[src/rtl/dot_mac_pkg.sv]
// rtl/dot_mac_pkg.sv - shared state encoding and default sizes for the dot-product MAC
package dot_mac_pkg;

    typedef enum logic [1:0] {
        ACCUM = 2'd0,
        DRAIN = 2'd1,
        DONE  = 2'd2
    } state_t;

    localparam int DEF_WIDTH = 8;
    localparam int DEF_LANES = 2;
    localparam int DEF_ACC_W = 16;
    localparam int DEF_CNT_W = 8;

endpackage

[src/rtl/dot_mac_tree.sv]
// rtl/dot_mac_tree.sv - combinational lane multiply-and-add tree with carry-out beyond ACC_W
module dot_mac_tree #(
    parameter int WIDTH = 8,
    parameter int LANES = 2,
    parameter int ACC_W = 16,
    localparam int SUM_W = 2*WIDTH + $clog2(LANES)
) (
    input  logic [LANES*WIDTH-1:0] a,
    input  logic [LANES*WIDTH-1:0] b,
    output logic [SUM_W-1:0]       sum,
    output logic                   carry
);

    // Full-precision sum of the per-lane unsigned products
    always_comb begin
        sum = '0;
        for (int k = 0; k < LANES; k++) begin
            sum = sum + (SUM_W'(a[k*WIDTH +: WIDTH]) * SUM_W'(b[k*WIDTH +: WIDTH]));
        end
    end

    // Any bit above the accumulator width means this beat alone overflows
    generate
        if (SUM_W > ACC_W) begin : g_carry
            assign carry = |sum[SUM_W-1:ACC_W];
        end else begin : g_no_carry
            assign carry = 1'b0;
        end
    endgenerate

endmodule

[src/rtl/dot_mac.sv]
// rtl/dot_mac.sv - two-stage dot-product accumulator; DOT_MAC_SAT_EN selects saturating accumulation
module dot_mac
    import dot_mac_pkg::*;
#(
    parameter int WIDTH = DEF_WIDTH,
    parameter int LANES = DEF_LANES,
    parameter int ACC_W = DEF_ACC_W,
    parameter int CNT_W = DEF_CNT_W
) (
    input  logic                   CLK,
    input  logic                   RST,
    input  logic                   clr,
    input  logic                   in_valid,
    output logic                   in_ready,
    input  logic                   in_last,
    input  logic [LANES*WIDTH-1:0] in_a,
    input  logic [LANES*WIDTH-1:0] in_b,
    output logic                   out_valid,
    input  logic                   out_ready,
    output logic [ACC_W-1:0]       out_sum,
    output logic                   out_ovf,
    output logic [CNT_W-1:0]       out_count
);

    localparam int SUM_W = 2*WIDTH + $clog2(LANES);
    localparam logic [ACC_W-1:0] ACC_MAX = '1;
    localparam logic [CNT_W-1:0] CNT_MAX = '1;

    state_t             state_q, state_d;
    logic               rdy_q, rdy_d;
    logic               s1_valid_q, s1_valid_d;
    logic               s1_last_q, s1_last_d;
    logic               s1_ovf_q, s1_ovf_d;
    logic [ACC_W-1:0]   s1_sum_q, s1_sum_d;
    logic               s2_last_q, s2_last_d;
    logic [ACC_W-1:0]   acc_q, acc_d;
    logic               ovf_q, ovf_d;
    logic [CNT_W-1:0]   cnt_q, cnt_d;
    logic               out_valid_q, out_valid_d;

    logic [SUM_W-1:0]   tree_sum;
    logic               tree_carry;
    logic [ACC_W-1:0]   beat_sum;
    logic [ACC_W:0]     add_w;
    logic               accept;

    dot_mac_tree #(
        .WIDTH (WIDTH),
        .LANES (LANES),
        .ACC_W (ACC_W)
    ) u_tree (
        .a     (in_a),
        .b     (in_b),
        .sum   (tree_sum),
        .carry (tree_carry)
    );

    // Fit the tree sum to the accumulator width; high bits are reported through tree_carry
    generate
        if (SUM_W > ACC_W) begin : g_trunc
            logic unused_hi;
            assign unused_hi = ^tree_sum[SUM_W-1:ACC_W];
            assign beat_sum  = tree_sum[ACC_W-1:0];
        end else if (SUM_W == ACC_W) begin : g_same
            assign beat_sum = tree_sum;
        end else begin : g_ext
            assign beat_sum = {{(ACC_W-SUM_W){1'b0}}, tree_sum};
        end
    endgenerate

    assign in_ready  = rdy_q && (state_q == ACCUM);
    assign accept    = in_valid && in_ready;
    assign add_w     = {1'b0, acc_q} + {1'b0, s1_sum_q};
    assign out_valid = out_valid_q;
    assign out_sum   = acc_q;
    assign out_ovf   = ovf_q;
    assign out_count = cnt_q;

    // Next-state: pipeline advance, accumulate, FSM sequencing, then clr override
    always_comb begin
        state_d     = state_q;
        rdy_d       = 1'b1;
        s1_valid_d  = accept;
        s1_last_d   = in_last;
        s1_ovf_d    = tree_carry;
        s1_sum_d    = beat_sum;
        s2_last_d   = s1_valid_q && s1_last_q;
        acc_d       = acc_q;
        ovf_d       = ovf_q;
        cnt_d       = cnt_q;
        out_valid_d = out_valid_q;

        if (s1_valid_q) begin
`ifdef DOT_MAC_SAT_EN
            acc_d = (s1_ovf_q || add_w[ACC_W]) ? ACC_MAX : add_w[ACC_W-1:0];
`else
            acc_d = add_w[ACC_W-1:0];
`endif
            ovf_d = ovf_q || s1_ovf_q || add_w[ACC_W];
        end

        if (accept && (cnt_q != CNT_MAX)) begin
            cnt_d = cnt_q + 1'b1;
        end

        case (state_q)
            ACCUM: begin
                if (accept && in_last) begin
                    state_d = DRAIN;
                end
            end
            DRAIN: begin
                if (s2_last_q) begin
                    state_d     = DONE;
                    out_valid_d = 1'b1;
                end
            end
            DONE: begin
                if (out_ready) begin
                    state_d     = ACCUM;
                    out_valid_d = 1'b0;
                    acc_d       = '0;
                    ovf_d       = 1'b0;
                    cnt_d       = '0;
                end
            end
            default: state_d = ACCUM;
        endcase

        if (clr) begin
            state_d     = ACCUM;
            s1_valid_d  = 1'b0;
            s2_last_d   = 1'b0;
            acc_d       = '0;
            ovf_d       = 1'b0;
            cnt_d       = '0;
            out_valid_d = 1'b0;
        end
    end

    // State and output registers with asynchronous reset
    always_ff @(posedge CLK or posedge RST) begin
        if (RST) begin
            state_q     <= ACCUM;
            rdy_q       <= 1'b0;
            s1_valid_q  <= 1'b0;
            s1_last_q   <= 1'b0;
            s1_ovf_q    <= 1'b0;
            s1_sum_q    <= '0;
            s2_last_q   <= 1'b0;
            acc_q       <= '0;
            ovf_q       <= 1'b0;
            cnt_q       <= '0;
            out_valid_q <= 1'b0;
        end else begin
            state_q     <= state_d;
            rdy_q       <= rdy_d;
            s1_valid_q  <= s1_valid_d;
            s1_last_q   <= s1_last_d;
            s1_ovf_q    <= s1_ovf_d;
            s1_sum_q    <= s1_sum_d;
            s2_last_q   <= s2_last_d;
            acc_q       <= acc_d;
            ovf_q       <= ovf_d;
            cnt_q       <= cnt_d;
            out_valid_q <= out_valid_d;
        end
    end

endmodule
[config.mk]
export PLATFORM = sky130hd
export DESIGN_NAME = dot_mac
export DESIGN_NICKNAME = d
export VERILOG_FILES = /design/src/rtl/dot_mac_pkg.sv /design/src/rtl/dot_mac_tree.sv /design/src/rtl/dot_mac.sv
export SDC_FILE = /design/constraint.sdc
export NUM_CORES = 1
export LEC_CHECK = 0
export CORE_ASPECT_RATIO = 1.2
export CORE_UTILIZATION = 35
export CTS_CLUSTER_DIAMETER = 30
export DETAILED_ROUTE_END_ITERATION = 6
export PLACE_DENSITY = 0.62
export SLEW_MARGIN = 30
export SYNTH_ARGS = -nofsm -noshare
export SYNTH_HDL_FRONTEND = slang
export SYNTH_SLANG_ARGS = --single-unit
[constraint.sdc]
create_clock -name CLK -period 6.5 [get_ports CLK]
set_clock_uncertainty 0.1 [all_clocks]
set_input_delay 1.3 -clock CLK [delete_from_list [all_inputs] [get_ports CLK]]
set_output_delay 1.3 -clock CLK [all_outputs]
set_load 0.01 [all_outputs]
# Word level (Yosys, flattened, before mapping)
# Cells that the tools add are included.
# word_totals
reg_bits	49
latch_bits	0
ramBits	0
romBits	0
inputBits	38
out_inout_bits	27
word_cells	56
mem_count	0
# classes
addsub	3
mul	2
div_mod_pow	0
magnitude_cmp	0
eq_ne	6
shifts	0
muxes	23
bitwise_logic	0
n_reduce_logical	11
# ops
operator	n
2-to-1 mux 16 bit	4
adder 16 x 16 -> 17 bit	2
multiplier 8 x 8 -> 16 bit	2
2-to-1 mux 8 bit	4
2-to-1 mux 1 bit	9
adder 8 x 1 -> 8 bit, second input constant	1
2-to-1 mux 2 bit	4
!= test 8 bit, second input constant	1
!= test 3 bit, second input constant	2
one-hot mux 2 bit (3 select lines)	1
AND reduction 3 bit	2
logical AND 1 bit	5
!= test 3 x 2 -> 1 bit, second input constant	1
nonzero test 3 bit	1
equality test 2 x 1 -> 1 bit, second input constant	1
equality test 2 bit, second input constant	1
logical NOT 2 bit	1
logical OR 1 bit	2
one-hot mux 1 bit (2 select lines)	1

# Depth between registers and ports, before layout
# Gate-level depths: netlist of run 1.
# depth
word_depth	8
mapped_depth	20
ltp_nobuf	19

# By module
# From an unflattened synthesis of run 1, not the netlist that was laid out.
# hier_totals
cells_unflattened	746
area_unflattened_um2	7019.2
# by_module_without_submodules
mod	n_inst	cells_each	area_each_um2	seq_area_each_um2
dot_mac_tree	1	491	4396.7	0.0
dot_mac	1	255	2622.5	1226.2

# Least setup slack after synthesis of run 1
# OpenSTA, ideal clock, no wires.
# synth_timing
kind	input-to-reg
startpoint	input port in_a[4]
endpoint	register s1_sum_q[15]
setup_ns	0.126
t_arrival_ns	5.766
required_ns	6.274
slack_ns	0.509
stages	18
path_buffers	1
cell_sequence	and2_1 -> fa_1 -> inv_1 -> fa_1 -> inv_1 -> fa_1 -> fa_1 -> fa_1 -> inv_1 -> fa_1 -> inv_1 -> ha_1 -> clkbuf_1 -> nand2_1 -> a211o_1 -> a21oi_1 -> mux2i_1 -> nand2_1
# synth_between
elab_chain_len	2
# synth_rtl
element	line	text
start: declaration	dot_mac.sv:16	input logic [LANES*WIDTH-1:0] in_a,
multiplier 8 x 8 -> 16 bit	dot_mac_tree.sv:18	sum = sum + (SUM_W'(a[k*WIDTH +: WIDTH]) * SUM_W'(b[k*WIDTH +: WIDTH]));
adder 16 x 16 -> 17 bit	dot_mac_tree.sv:18	
via tree_sum[15]	dot_mac.sv:41	logic [SUM_W-1:0] tree_sum;
end signal: assignment	dot_mac.sv:161	s1_sum_q <= s1_sum_d;
end: declaration	dot_mac.sv:34	logic [ACC_W-1:0] s1_sum_q, s1_sum_d;
# The timed path passes the listed nets, and every way through them passes these cells.
# A chain may end at the register's enable or synchronous reset.

# Worst setup path after layout of run 1
# layout_timing
startpoint	input port in_b[10]
endpoint	register s1_ovf_q
# layout_between
elab_chain_len	2
# layout_rtl
element	line	text
start: declaration	dot_mac.sv:17	input logic [LANES*WIDTH-1:0] in_b,
multiplier 8 x 8 -> 16 bit	dot_mac_tree.sv:18	
adder 16 x 16 -> 17 bit	dot_mac_tree.sv:18	
via s1_ovf_d	dot_mac.sv:33	logic s1_ovf_q, s1_ovf_d;
end signal: assignment	dot_mac.sv:160	s1_ovf_q <= s1_ovf_d;
end: declaration	dot_mac.sv:33	
# The timed path passes the listed nets, and every way through them passes these cells.

==> results.json, run 1 <==
{
  "max-vdd-ir-drop_mv": 0.549,
  "finalSetupTns_ps": 0,
  "synth-seq-cells": 49,
  "min_period_ps": 6290,
  "leakage_nw": 4.35,
  "dr.pass1.iters": 5,
  "io_pins": 65,
  "globalRouteOverflowTotal": 0,
  "hp-start": "out_sum[15]",
  "synth.most_common_cell": "inv_1",
  "met1_usage_pct": 19.7,
  "clock_path_buffers": 2,
  "crit_type": "in2reg",
  "synth_top_cell_by_area": "fa_1",
  "grt_use_met3_pct": 1.40,
  "cts_tree": "built",
  "grt_pass1_vias": 5326,
  "yosysTopAreaCellShare_pct": 28.2,
  "cts_sinks": 49,
  "port_buffers": 64,
  "antenna_found_initial": 0,
  "worstReg2RegStart": "out_sum[0]",
  "powerDensity_nw_per_um2": 451,
  "gp_congestion": 0.840,
  "max_clock_freq_mhz": 159,
  "crit_start": "in_b[10]",
  "yosysSeqAreaShare_pct": 17.6,
  "outcome": "finished clean",
  "root_buffer": "clkbuf_16",
  "syn_inst": 733,
  "drv_slew": 0,
  "routedWlPerCell_um": 12.9,
  "vias_per_cell": 4.70,
  "crit_path_start_kind": "primary input",
  "critPathCaptureType": "register",
  "worstPathArrival_ps": 6390,
  "final_net_count": 1068,
  "synth_area_leaders": "fa_1, dfrtp_1, ha_1",
  "crit_required_ps": 6600,
  "synth-main-ff-cell": "dfrtp_1",
  "antenna_cells": 0,
  "final_cells": 1112,
  "fp.dieH_um": 156,
  "maxCapViolCount": 0,
  "numCtsBuffers": 5,
  "avgSynthCellArea_um2": 9.49,
  "yosysWarnings": 0,
  "busiest_layer": "met2",
  "htreeDepth": 2,
  "use_met2_pct": 27.0,
  "async_flop_share_pct": 100,
  "routed-via-count": 5231,
  "start_util_pct": 35.7,
  "synth.distinct_cells": 52,
  "grt_pass1_wl_um": 24700,
  "drive_above_1_share_pct": 9.17,
  "synth_common_cells": "inv_1, fa_1, and2_1, ha_1, nand2_1",
  "slew_headroom_pct": 53.9,
  "finalSetupViolCount": 0,
  "clkTransAtPathRegs_ps": 60,
  "synth-edff-count": 0,
  "dieArea_um2": 20400,
  "die_w_um": 131,
  "grt_usage_pct": 15.1,
  "synth.net_count": 951,
  "finalCritPeriodShare_pct": 96.8,
  "core_area_um2": 19500,
  "wl_um": 14400,
  "post-route-util_pct": 43.7,
  "worst_hold_slack_ps": 428,
  "crit_fanout": 4,
  "ant_nets": 0,
  "drt_iter0_markers": 162,
  "area_growth_pct": 22.3,
  "cts_hold_buf": 0,
  "syn-cell-area_um2": 6950,
  "grt_max_degree": 50,
  "total_power_mw": 3.84,
  "rows": 56,
  "hold_viol_final": 0,
  "clk-insertion-delay-late_ps": 290,
  "hold_path.class": "reg2reg",
  "grt_setup_unrepaired": "false",
  "worst_pin_slew_ps": 691,
  "dp.cells": 1104,
  "drc_errors": 0,
  "postCtsSetupRepairBufs": 0,
  "place_hpwl_um": 12500
}
==> layer usage <==
layer	share of wire [%]	routed length (µm)
met4	1.3	186
met1	43	6180
met3	3.0	431
met5	0	0
met2	53	7580
==> registers in the layout, summed over array words and instances, names as in the netlist <==
| name | count |
|---|---|
| s1_valid_q | 1 |
| s2_last_q | 1 |
| rdy_q | 1 |
| s1_ovf_q | 1 |
| out_count | 8 |
| s1_last_q | 1 |
| out_valid | 1 |
| state_q | 2 |
| out_sum | 16 |
| s1_sum_q | 16 |
| out_ovf | 1 |
==> layout make-up <==
cell class,count,area (µm²)
sequential,49,1230
inverter,142,536
clock inverter,1,5.00
tap,261,327
multi-input combinational,535,5180
timing repair buffer,117,1070
fill,1968,11000
clock buffer,7,153
==> worst paths after layout <==
| kind | slack [ps] | endpoint | depth (start not counted) |
|---|---|---|---|
| setup / recovery | 210 | s1_ovf_q | 19 |
| hold / removal | 430 | out_sum[15] | 2 |
| setup reg to reg | 4000 | out_sum[14] | 8 |
| hold reg to reg | 430 | out_sum[15] | 2 |
| max in group asynchronous | 4550 | s1_sum_q[5] | 2 |
| min in group asynchronous | 1340 | out_valid | 2 |
==> metrics by stage <==
step	area [µm²]	setup WS, ps
3_5_place_dp	8290	-292
3_3_place_gp	8290	-289
2_1_floorplan	6950	509
4_1_cts	8450	34.6
5_1_grt	8500	11.1
6_report	8500	207
==> layout by cell type, fill, tap and decap left out, types with 6 or more instances in the layout <==
| cell type | instances |
|---|---|
| a211oi_1 | 9 |
| a21o_1 | 10 |
| a21oi_1 | 27 |
| and2_1 | 89 |
| buf_4 | 53 |
| clkdlybuf4s50_1 | 48 |
| dfrtp_1 | 49 |
| dlymetal6s2s_1 | 15 |
| fa_1 | 98 |
| ha_1 | 82 |
| inv_1 | 141 |
| mux2i_1 | 8 |
| nand2_1 | 62 |
| nand4_1 | 7 |
| nor2_1 | 33 |
| nor3_1 | 6 |
| o21ai_0 | 11 |
| o21ai_1 | 8 |
| xnor2_1 | 17 |
| xor2_1 | 14 |
==> worst max-delay path, cell delays in order <==
cell and delay (ps):
clkdlybuf4s50_1 470, and2_1 200, fa_1 530, inv_1 50, fa_1 530, inv_1 50
fa_1 510, fa_1 440, fa_1 490, inv_1 50, fa_1 470, inv_1 40
ha_1 340, o211ai_1 140, o21ai_1 210, a21oi_2 90, o21ai_2 240, a22oi_1 140
o211ai_1 100
==> kinds of logic after synthesis <==
logic type	Yosys count	share of synthesized area, %
compound gates	99	9.74
xor+xnor	31	3.90
fa+ha+maj	180	43.0
buf+inv	149	8.04
flops	49	17.6
mux	8	1.15
other cells	1	0.0539
simple gates	216	16.5
==> power breakdown <==
part / total (mW) / switching [mW] / internal [mW]
Combinational: 3.13 / 1.62 / 1.51
Sequential: 0.439 / 0.0323 / 0.406
Clock: 0.270 / 0.107 / 0.163
Total: 3.84 / 1.75 / 2.08
==> what timing repair did <==
item                                    in CTS  in global routing
pin swaps                                    0                  2
cloned                                       0                  0
endpoints found under the setup margin       1                  6
gates resized for setup                      1                 19
Power figures use the tool's default switching activity.
==> run 2, diff against run 1 <==
--- a/config.mk
+++ b/config.mk
@@ -9,7 +9,8 @@
 export CORE_UTILIZATION = 35
 export CTS_CLUSTER_DIAMETER = 30
 export DETAILED_ROUTE_END_ITERATION = 6
-export PLACE_DENSITY = 0.62
+export DONT_BUFFER_PORTS = 1
+export PLACE_DENSITY = 0.58
 export SLEW_MARGIN = 30
 export SYNTH_ARGS = -nofsm -noshare
 export SYNTH_HDL_FRONTEND = slang
==> run 2 against run 1 <==
Against the previous run: non-clock buffer count decreased by 117; flip-flop and latch count stayed put; combinational power down 16%; power shrank 13%; count of clock-buffer cells in the layout did not move; largest cell class unchanged; worst hold slack got worse by 37 ps; core utilization shrank 5.6 points.
==> results.json, run 2 (synthesis gave the netlist of run 1 again) <==
{
  "outcome": "finished clean",
  "cts_resized": 0,
  "max-vdd-ir-drop_mv": 0.334,
  "ant_nets": 0,
  "finalCritPeriodShare_pct": 91.4,
  "clock_path_buffers": 2,
  "drc_errors": 0,
  "crit_fanout": 8,
  "grt_usage_pct": 15.0,
  "die_w_um": 131,
  "drive_above_1_share_pct": 2.86,
  "area_growth_pct": 6.62,
  "powerDensity_nw_per_um2": 449,
  "start_util_pct": 35.7,
  "grt_pass1_vias": 4919,
  "n_fill_cell": 2035,
  "min_period_ps": 5940,
  "worstReg2RegStart": "out_sum[0]",
  "drv_slew": 0,
  "crit_path_start_kind": "primary input",
  "grt_setup_unrepaired": "false",
  "postCtsSetupRepairBufs": 0,
  "met1_length_um": 6060,
  "holdPathEnd": "s2_last_q",
  "maxCapViolCount": 0,
  "globalRouteOverflowTotal": 0,
  "dr.pass1.iters": 4,
  "clk-insertion-delay-late_ps": 280,
  "crit_required_ps": 6570,
  "antenna_found_initial": 0,
  "crit_type": "in2reg",
  "wl_um": 14200,
  "routed-via-count": 4804,
  "hold_depth": 1,
  "cts_hold_buf": 0,
  "setup_slack_ps": 556,
  "mostFrequentLayoutCells": "inv_1, fa_1, and2_1",
  "dieArea_um2": 20400,
  "layout_commonest_cell": "inv_1",
  "hp-start": "s1_last_q",
  "io_pins": 65,
  "leakage_nw": 3.72,
  "rows": 56,
  "drt_iter0_markers": 147,
  "dp_slack_ps": 250,
  "wl_met2_um": 7590,
  "r2r_end": "out_sum[14]",
  "slew_headroom_pct": 54.7,
  "hold_path.class": "reg2reg",
  "grt_pass1_wl_um": 24300,
  "worst_pin_slew_ps": 680,
  "grt_max_degree": 50,
  "reg2reg_setup_slack_ps": 3950,
  "top_layer": "met4",
  "critPathCaptureType": "register",
  "clkTransAtPathRegs_ps": 60,
  "routed-wl-met3_um": 313,
  "port_buffers": 0,
  "gp_congestion": 0.802,
  "finalSetupViolCount": 0,
  "ff2ff_path_depth": 8,
  "antenna_cells": 0,
  "max_clock_freq_mhz": 168,
  "fp.dieH_um": 156,
  "worstPathArrival_ps": 6010,
  "numCtsBuffers": 5,
  "final_net_count": 951,
  "vias_per_cell": 4.83,
  "htreeDepth": 2,
  "cts_tree": "built",
  "routedWlPerCell_um": 14.3,
  "finalSetupTns_ps": 0,
  "cts_sinks": 49,
  "root_buffer": "clkbuf_16",
  "core_area_um2": 19500,
  "hold_viol_final": 0,
  "place_hpwl_um": 12000
}
-- run 2: cell count changes in the layout (fill, tap and decap cells not counted), sizes merged --
cell,delta
buf,-53
clkdlybuf4s50,-48
dlygate4sd2,-1
dlymetal6s2s,-15
-- run 2: how the worst max path moves through the flow --
stage | slack (ps) | from | to
5_1_grt | 250 | in_b[10] | s1_sum_q[14]
4_1_cts | 540 | in_b[10] | s1_sum_q[14]
3_3_place_gp | 300 | in_b[10] | s1_sum_q[14]
3_5_place_dp | 250 | in_b[10] | s1_sum_q[14]
6_report | 560 | in_b[10] | s1_sum_q[14]
2_1_floorplan | 510 | in_a[4] | s1_sum_q[15]
-- run 2: layout make-up --
type / count / area [µm²] / share of cell area (%)
Sequential cell: 49 / 1230 / 16.5
Tap cell: 261 / 327 / 4.41
Multi-Input combinational cell: 535 / 5170 / 69.7
Clock inverter: 1 / 5.00 / 0.0675
Inverter: 142 / 536 / 7.22
Clock buffer: 7 / 153 / 2.06
-- run 2: layer usage --
layer	GRT usage, %	vias up
met5	0	-
met4	3.23	0
met3	2.09	18
met2	26.6	40
met1	19.1	2415
li1	-	2331
-- run 2: stage by stage --
stage | total power [mW] | utilization, % | hold WS [ps] | cell area, µm² | cells
after floorplan | 2.60 | - | 370 | 6950 | 733
after global placement | 3.08 | 37.2 | 375 | 7250 | 987
after detailed placement | 3.08 | 37.2 | 391 | 7260 | 987
after CTS | 3.38 | 38.1 | 393 | 7410 | 995
after global routing | 3.77 | 38.1 | 426 | 7410 | 995
final | 3.33 | 38.1 | 391 | 7410 | 995
-- run 2: critical path: stages --
cell      delay [ps]
and2_1           150
fa_1             550
inv_1             60
fa_1             520
inv_1             50
fa_1             510
fa_1             450
fa_1             490
inv_1             50
fa_1             480
inv_1             40
ha_1             370
o211ai_1         150
o21ai_1          220
a21oi_1          100
o21ai_1          290
o31ai_2          100
xnor2_1          130
-- run 2: power by group --
group	internal [mW]	switching (mW)
sequential	0.406	0.0391
clock	0.163	0.105
combinational	1.14	1.48
total	1.71	1.62
==> run 3, diff against run 2 <==
==> constraint.sdc (replaced) <==
create_clock -name CLK -period 7 [get_ports CLK]
set_clock_uncertainty 0.1 [all_clocks]
set_input_delay 1.4 -clock CLK [delete_from_list [all_inputs] [get_ports CLK]]
set_output_delay 1.4 -clock CLK [all_outputs]
set_load 0.01 [all_outputs]
==> run 3 against run 2 <==
Against the previous run: via count is 0.67% higher; largest cell class unchanged; register-to-register slack better by 520 ps; clock power is 7% lower; combinational power is 7.6% lower; worst setup slack better by 420 ps; count of clock-buffer cells in the layout stayed put; power is 7.4% lower.
==> results.json, run 3 (synthesis gave the netlist of run 1 again) <==
{
  "p_int_mw": 1.59,
  "fp.dieH_um": 156,
  "postCtsSetupRepairBufs": 0,
  "hold_path.class": "reg2reg",
  "layout_commonest_cell": "inv_1",
  "holdPathEnd": "s2_last_q",
  "port_buffers": 0,
  "final_net_count": 951,
  "powerDensity_nw_per_um2": 416,
  "crit_required_ps": 7070,
  "worstReg2RegStart": "out_sum[0]",
  "ant_nets": 0,
  "antenna_found_initial": 0,
  "routed-via-count": 4836,
  "setup_slack_ps": 971,
  "hold_depth": 1,
  "final_cells": 995,
  "rows": 56,
  "clock_path_buffers": 2,
  "core_area_um2": 19500,
  "grt_setup_unrepaired": "false",
  "dieArea_um2": 20400,
  "gp_congestion": 0.802,
  "swShare_pct": 48.6,
  "finalSetupViolCount": 0,
  "vias_per_cell": 4.86,
  "drive_above_1_share_pct": 2.86,
  "antenna_cells": 0,
  "routedWlPerCell_um": 14.3,
  "pwr-share-seq_pct": 13.4,
  "worstPathArrival_ps": 6090,
  "dp_slack_ps": 661,
  "wl_um": 14200,
  "cts_hold_buf": 0,
  "power_switching_mw": 1.50,
  "total_power_mw": 3.09,
  "crit_type": "in2reg",
  "crit_path_frequent_cell": "fa_1",
  "n_fill_cell": 2047,
  "finalCritPeriodShare_pct": 86.1,
  "finalSetupTns_ps": 0,
  "leakage_nw": 3.72,
  "cts_tree": "built",
  "clkPwrFrac_pct": 8.1,
  "hp-start": "s1_last_q",
  "hold_viol_final": 0,
  "pwr-share-comb_pct": 78.5,
  "die_w_um": 131,
  "critPathCaptureType": "register",
  "htreeDepth": 2,
  "cts_sinks": 49,
  "io_pins": 65,
  "grt_pass1_vias": 4897,
  "cts_resized": 0,
  "drc_errors": 0,
  "multiInputGateArea_um2": 5170,
  "crit_family": "adder cells",
  "grt_pass1_wl_um": 24300,
  "place_hpwl_um": 12100,
  "ff2ff_path_depth": 8,
  "area_growth_pct": 6.62,
  "mostFrequentLayoutCells": "inv_1, fa_1, and2_1",
  "worst_pin_slew_ps": 659,
  "numCtsBuffers": 5,
  "slew_headroom_pct": 56.1,
  "maxCapViolCount": 0,
  "dr.pass1.iters": 4,
  "crit_chain": "and2_1 > fa_1 > inv_1 > fa_1 > inv_1 > fa_1 > fa_1 > fa_1 > inv_1 > fa_1 > inv_1 > ha_1 > o211ai_1 > o21ai_1 > a21oi_1 > o21ai_1 > o31ai_2 > xnor2_1",
  "drt_iter0_markers": 163,
  "grt_usage_pct": 15.0,
  "max-vdd-ir-drop_mv": 0.334,
  "reg2reg_setup_slack_ps": 4470,
  "clkTransAtPathRegs_ps": 60,
  "crit_fanout": 8,
  "drv_slew": 0,
  "r2r_end": "out_sum[14]",
  "crit_path_start_kind": "primary input",
  "seq_area_um2": 1230,
  "outcome": "finished clean",
  "clk-insertion-delay-late_ps": 290,
  "min_period_ps": 6030,
  "start_util_pct": 35.7,
  "root_buffer": "clkbuf_16",
  "slowest_delay_ps": 540,
  "crit_slowest_cell": "fa_1",
  "max_clock_freq_mhz": 166,
  "dp.cells": 987,
  "grt_max_degree": 50,
  "globalRouteOverflowTotal": 0,
  "worstPathBufferInverterCount": 4,
  "worst_hold_slack_ps": 397
}
==> run 3: cell counts in the layout (fill, tap and decap cells not counted) <==
No cell type changed its count.
==> run 3: final cells by class <==
class | instances | share of cell area [%]
Multi-Input combinational cell | 535 | 69.7
Clock buffer | 7 | 2.06
Inverter | 142 | 7.22
Tap cell | 261 | 4.41
Clock inverter | 1 | 0.0675
Sequential cell | 49 | 16.5
==> run 3: metrics by stage <==
step	instance area, µm²	utilization, %
2_1_floorplan	6950	-
3_3_place_gp	7250	37.2
3_5_place_dp	7260	37.2
4_1_cts	7410	38.1
5_1_grt	7410	38.1
6_report	7410	38.1
==> run 3: worst max-delay path by stage <==
stage / startpoint / to / slack, ps / cells past startpoint
2_1_floorplan: in_a[4] / s1_sum_q[15] / 910 / 18
3_3_place_gp: in_b[10] / s1_sum_q[14] / 700 / 18
3_5_place_dp: in_b[10] / s1_sum_q[14] / 660 / 18
4_1_cts: in_b[10] / s1_sum_q[14] / 950 / 18
5_1_grt: in_b[10] / s1_sum_q[14] / 680 / 18
6_report: in_b[10] / s1_sum_q[14] / 970 / 18
==> run 3: power by group through the flow <==
stage	clock network, mW	logic (mW)	registers, mW
detailed placement	0	2.44	0.422
floorplan	0	2.01	0.405
global route	0.270	2.81	0.420
global placement	0	2.44	0.421
CTS	0.259	2.46	0.416
finish	0.250	2.42	0.414
==> run 3: per-layer routing <==
metal  vias up  part of all wire [%]  global-route usage, %
met5         -                     0                      0
met4         0                   1.7                   3.61
met3        20                   2.5                   2.19
met2        43                    54                   26.3
met1      2445                    42                   19.1
li1       2328                     -                      -
